## src/rtl/cpu_div_pkg.sv

```systemverilog
// Shared constants and state encoding for the iterative divider.
package cpu_div_pkg;

   localparam int unsigned DIV_ITER  = 32;
   localparam int unsigned CNT_W     = 5;
   localparam logic [31:0] DIVZERO_Q = 32'hFFFF_FFFF;

   typedef enum logic [1:0] {
      IDLE  = 2'd0,
      RUN   = 2'd1,
      FIXUP = 2'd2,
      DONE  = 2'd3
   } div_state_e;

endpackage

```

## src/rtl/sub32.sv

```systemverilog
// 32-bit subtractor: diff = a - b, cout is the borrow (1 when a < b unsigned).
module sub32 (
   input  logic [31:0] a,
   input  logic [31:0] b,
   output logic [31:0] diff,
   output logic        cout
);

   logic [32:0] full;

   assign full = {1'b0, a} - {1'b0, b};
   assign diff = full[31:0];
   assign cout = full[32];

endmodule

```

## src/rtl/div32_seq.sv

```systemverilog
// Iterative restoring divider, one quotient bit per clock, signed or unsigned.
// The remainder takes the sign of the dividend and the quotient truncates toward zero.
module div32_seq
   import cpu_div_pkg::*;
#(
   parameter int unsigned WIDTH        = 32,
   parameter bit          DIVZERO_FAST = 1'b1
) (
   input  logic             clk,
   input  logic             reset,
   input  logic             start,
   input  logic             div_signed,
   input  logic [WIDTH-1:0] dividend,
   input  logic [WIDTH-1:0] divisor,
   output logic             busy,
   output logic             done,
   output logic [WIDTH-1:0] quotient,
   output logic [WIDTH-1:0] remainder,
   output logic             div_by_zero
);

   div_state_e       state;
   logic [WIDTH-1:0] rem_acc;
   logic [WIDTH-1:0] quo_acc;
   logic [WIDTH-1:0] dsor;
   logic [CNT_W-1:0] count;
   logic             q_neg;
   logic             r_neg;
   logic             dz;

   logic [WIDTH-1:0] shifted;
   logic [WIDTH-1:0] diff;
   logic             borrow;
   logic             qbit;
   logic [WIDTH-1:0] dividend_mag;
   logic [WIDTH-1:0] divisor_mag;
   logic [WIDTH-1:0] q_fix;
   logic [WIDTH-1:0] r_src;
   logic [WIDTH-1:0] r_fix;

   assign shifted = {rem_acc[WIDTH-2:0], quo_acc[WIDTH-1]};

   sub32 u_sub32 (
      .a    (shifted),
      .b    (dsor),
      .diff (diff),
      .cout (borrow)
   );

   // A set R[31] means the shifted value exceeds 2^32 > D, so the subtraction always fits.
   assign qbit = rem_acc[WIDTH-1] | ~borrow;

   assign dividend_mag = (div_signed && dividend[WIDTH-1]) ? (~dividend + WIDTH'(1)) : dividend;
   assign divisor_mag  = (div_signed && divisor[WIDTH-1])  ? (~divisor + WIDTH'(1))  : divisor;

   // On a fast divide-by-zero the dividend magnitude never left the quotient accumulator.
   assign q_fix = q_neg ? (~quo_acc + WIDTH'(1)) : quo_acc;
   assign r_src = (dz && DIVZERO_FAST) ? quo_acc : rem_acc;
   assign r_fix = r_neg ? (~r_src + WIDTH'(1)) : r_src;

   always_ff @(posedge clk) begin
      if (reset) begin
         state       <= IDLE;
         rem_acc     <= '0;
         quo_acc     <= '0;
         dsor        <= '0;
         count       <= '0;
         q_neg       <= 1'b0;
         r_neg       <= 1'b0;
         dz          <= 1'b0;
         busy        <= 1'b0;
         done        <= 1'b0;
         quotient    <= '0;
         remainder   <= '0;
         div_by_zero <= 1'b0;
      end else begin
         case (state)
            IDLE: begin
               done <= 1'b0;
               if (start) begin
                  rem_acc <= '0;
                  quo_acc <= dividend_mag;
                  dsor    <= divisor_mag;
                  count   <= CNT_W'(DIV_ITER - 1);
                  q_neg   <= div_signed & (dividend[WIDTH-1] ^ divisor[WIDTH-1]);
                  r_neg   <= div_signed & dividend[WIDTH-1];
                  dz      <= (divisor == '0);
                  busy    <= 1'b1;
                  state   <= ((divisor == '0) && DIVZERO_FAST) ? FIXUP : RUN;
               end
            end
            RUN: begin
               quo_acc <= {quo_acc[WIDTH-2:0], qbit};
               rem_acc <= qbit ? diff : shifted;
               count   <= count - CNT_W'(1);
               if (count == '0) begin
                  state <= FIXUP;
               end
            end
            FIXUP: begin
               quotient    <= dz ? DIVZERO_Q : q_fix;
               remainder   <= r_fix;
               div_by_zero <= dz;
               busy        <= 1'b0;
               done        <= 1'b1;
               state       <= DONE;
            end
            DONE: begin
               done  <= 1'b0;
               state <= IDLE;
            end
            default: state <= IDLE;
         endcase
      end
   end

endmodule
```

## config.mk

```make
export PLATFORM = sky130hd
export DESIGN_NAME = div32_seq
export DESIGN_NICKNAME = d
export VERILOG_FILES = /design/src/rtl/cpu_div_pkg.sv /design/src/rtl/sub32.sv /design/src/rtl/div32_seq.sv
export SDC_FILE = /design/constraint.sdc
export NUM_CORES = 1
export LEC_CHECK = 0
export CAP_MARGIN = 20
export CORE_ASPECT_RATIO = 2
export CORE_UTILIZATION = 52
export CTS_CLUSTER_DIAMETER = 120
export DETAILED_ROUTE_END_ITERATION = 8
export PLACE_DENSITY = 0.86
export SYNTH_ARGS = -nofsm -noshare
export SYNTH_HDL_FRONTEND = slang
export SYNTH_SLANG_ARGS = --single-unit
```

## constraint.sdc

```tcl
create_clock -name clk -period 4.45 [get_ports clk]
set_input_delay 0.6675 -clock clk [delete_from_list [all_inputs] [get_ports clk]]
set_output_delay 0.6675 -clock clk [all_outputs]
set_load 0.005 [all_outputs]
```

==> results.ini <==
[finish]
multi_input_area_sq_um = 7340
diodes = 0
syn_to_final_growth_pct = 17.3
fillers = 1956
drive_gt1_frac = 0.0481
register_area_sq_um = 3460
layoutNonFillerInstCount = 1853
nNetsFinal = 1679

[clock_network]
root_buffer = clkbuf_16
cts_tree = yes
worst_setup_hold_path_clk_slew_ps = 60
cts_resized = 0
postCtsSetupRepairBufs = 0
clk_path_buf_depth = 2
cts_hold_buf = 0
h-tree-depth = 4
insertion_delay_ps = 450
numCtsBuffers = 17
clock_sinks = 173

[die]
dieArea_sq_um = 22600
die-width_microns = 107
dieHeight_microns = 211
core_area_sq_um = 21500
rows = 76
start_util = 0.531
pin_count = 135

[grt]
grt_max_degree = 93
grtUsageTotal = 0.298
first_global_vias = 11000
antenna_found_initial = 0
grt_pass1_wl_mm = 53.0
grt-ovfl-total = 0

[drt]
first_iter_violations = 839
vias_per_cell = 6.09
drc = 0
drtAntennaViolNets = 0
vias = 11300
drt_first_pass_iters = 5
routed_wl_mm = 33.3
wl_per_cell_microns = 18.0

[logic_synthesis]
synth_fp_nets = 1612
yosysWarnings = 0
synth-edff-count = 0
synth.avg_cell_area_sq_um = 7.60
async_flop_share = 0
netlist_area_sq_um = 11400
ys_seq_area_frac = 0.304
yosysUniqueCellTypes = 63
yosys_most_used_dff = dfxtp_1
syn_inst = 1501
ys_ff_latch = 173

[setup_path]
cp.arrival_ps = 4040
critPathSlowestCell = dfxtp_2
endpoint_kind = flop
critPathLaunchType = flop
crit_type = flop to flop
cp_max_fo = 22
crit_required_ps = 4770
cpPeakStageDelay_ps = 690
path_cells = mux2i_1 > ha_1 > o21ai_0 > or4_4 > or3b_1 > or2_1 > o31ai_1 > xnor2_1 > o22ai_1

[pwr]
power_density_nw_per_um2 = 522
finalPower_mw = 6.99
max-vdd-ir-drop_uv = 299
p_leak_nw = 4.93

[timing]
fmax_ghz = 0.268
fin_crit_sh = 0.837
grt_setup_unrepaired = no
worst_pin_slew_ps = 1080
hold_viol = 0
drv_slew = 0
finClkSkew_ps = 10.6
max_slew_margin = 0.277
setup-violations-final = 0
finalCriticalPeriod_ps = 3730
hold_slack_ps = 466
tns_ps = 0

[placed_design]
place_congestion = 0.976
portBuffers = 134
placed_cells = 1822
dp_hpwl_mm = 25.5

[outcome]
status = finished, final reports clean

[run]
drv_cap = 0

[worst_hold_path]
hp-class = flop to flop

==> through the flow <==
stage               area [sq um]  setup slack [ps]  utilization
finish                     13400               724        0.623
global route               13400               572        0.623
CTS                        13400               755        0.623
detailed placement         12800               574        0.596
global placement           12800               596        0.596
floorplan                  11400               229            -
==> power breakdown <==
part           switching, mW  total, mW  internal (mW)
Sequential             0.457       2.39           1.93
Clock                  0.646       1.45          0.799
Combinational           1.81       3.15           1.34
Total                   2.92       6.99           4.08
==> registers in the layout, summed over array words and instances, names as in the netlist <==
signal	flops
dsor	32
quo_acc	32
quotient	32
rem_acc	32
remainder	32
count	5
state	2
busy	1
div_by_zero	1
done	1
dz	1
q_neg	1
r_neg	1
==> layout by cell type (no fill, tap or decap), types with 6 or more instances in the layout <==
cell type	count
nor3_1	32
o31ai_1	18
o21a_1	7
and2_1	10
nor2_1	185
or4_1	8
a31oi_1	6
and3_1	8
ha_1	40
xor2_1	49
a32oi_1	11
nand3b_1	9
o41ai_1	14
o21ai_0	126
mux2_2	7
a311oi_1	11
xnor2_1	87
nand2_1	162
mux2i_1	59
nand2b_1	15
a21oi_1	102
nand3_1	16
o211ai_1	9
a21o_1	22
nand4_1	7
nor4_1	11
o22ai_1	34
clkdlybuf4s50_1	133
or3_1	14
buf_4	19
a211oi_1	41
clkbuf_16	17
inv_1	53
dfxtp_1	172
==> critical path: cells and delay by family (launching register included) <==
kind / cells / cell delay [ps]
xor gates and xnor gates: 1 / 200
muxes: 1 / 440
adders and majority gates: 1 / 230
DFF: 1 / 690
and+or+nand+nor: 3 / 1350
AOI/OAI and AO/OA: 3 / 670
==> Yosys cell counts (7+ instances only) <==
library cell	count	share of area
a211oi_1	41	0.027
a21o_1	22	0.014
a21oi_1	102	0.045
a311oi_1	11	0.0084
a32oi_1	11	0.0084
and2_1	11	0.0060
and3_1	8	0.0044
buf_1	8	0.0026
buf_2	10	0.0044
clkbuf_1	81	0.027
dfxtp_1	173	0.30
ha_1	42	0.046
inv_1	53	0.017
mux2_2	7	0.0069
mux2i_1	59	0.052
nand2_1	162	0.053
nand2b_1	15	0.0082
nand3_1	16	0.0070
nand3b_1	9	0.0059
nand4_1	7	0.0038
nor2_1	186	0.061
nor3_1	32	0.014
nor4_1	11	0.0060
o211ai_1	9	0.0059
o21a_1	7	0.0046
o21ai_0	126	0.055
o22ai_1	34	0.019
o31ai_1	18	0.012
o41ai_1	14	0.011
or3_1	14	0.0077
or4_1	8	0.0053
xnor2_1	87	0.067
xor2_1	49	0.038
==> layer usage <==
metal / track usage / up-vias / wire (microns)
met1: 0.300 / 5250 / 12100
met2: 0.548 / 464 / 17300
met5: 0 / - / 0
met3: 0.0434 / 148 / 1630
met4: 0.212 / 0 / 2270
li1: - / 5422 / -
==> cells by family (layout without fill, tap and decap cells) <==
kind of cell / after synthesis / after routing / synth area share
flip-flops: 173 / 173 / 0.304
AND/OR/NAND/NOR: 503 / 503 / 0.202
AO/OA/AOI/OAI: 423 / 423 / 0.230
multiplexers: 66 / 66 / 0.0587
XOR/XNOR: 136 / 136 / 0.104
buffers and inverters: 157 / 236 / 0.0543
adder cells (fa/ha/maj): 43 / 43 / 0.0478
==> area by class of cell <==
cell class,instances,share of cell area
multi-input cells,1171,0.548
flip-flops and latches,173,0.259
repair buffers,152,0.110
clock buffers,19,0.0338
well taps,273,0.0255
inverters,53,0.0149
clock inverters,12,0.00869
==> path summary, 6_finish.rpt <==
kind	startpoint	end	slack, ps	depth (start not counted)
worst max-delay path	dz$_SDFFE_PP0P_	remainder[30]$_SDFFE_PP0P_	720	9
worst min-delay path	dsor[31]$_SDFFE_PP0P_	dsor[31]$_SDFFE_PP0P_	470	2
worst max register to register	dz$_SDFFE_PP0P_	remainder[30]$_SDFFE_PP0P_	720	9
worst min register to register	dsor[31]$_SDFFE_PP0P_	dsor[31]$_SDFFE_PP0P_	470	2
No activity file was read; power rests on OpenSTA's default activity.
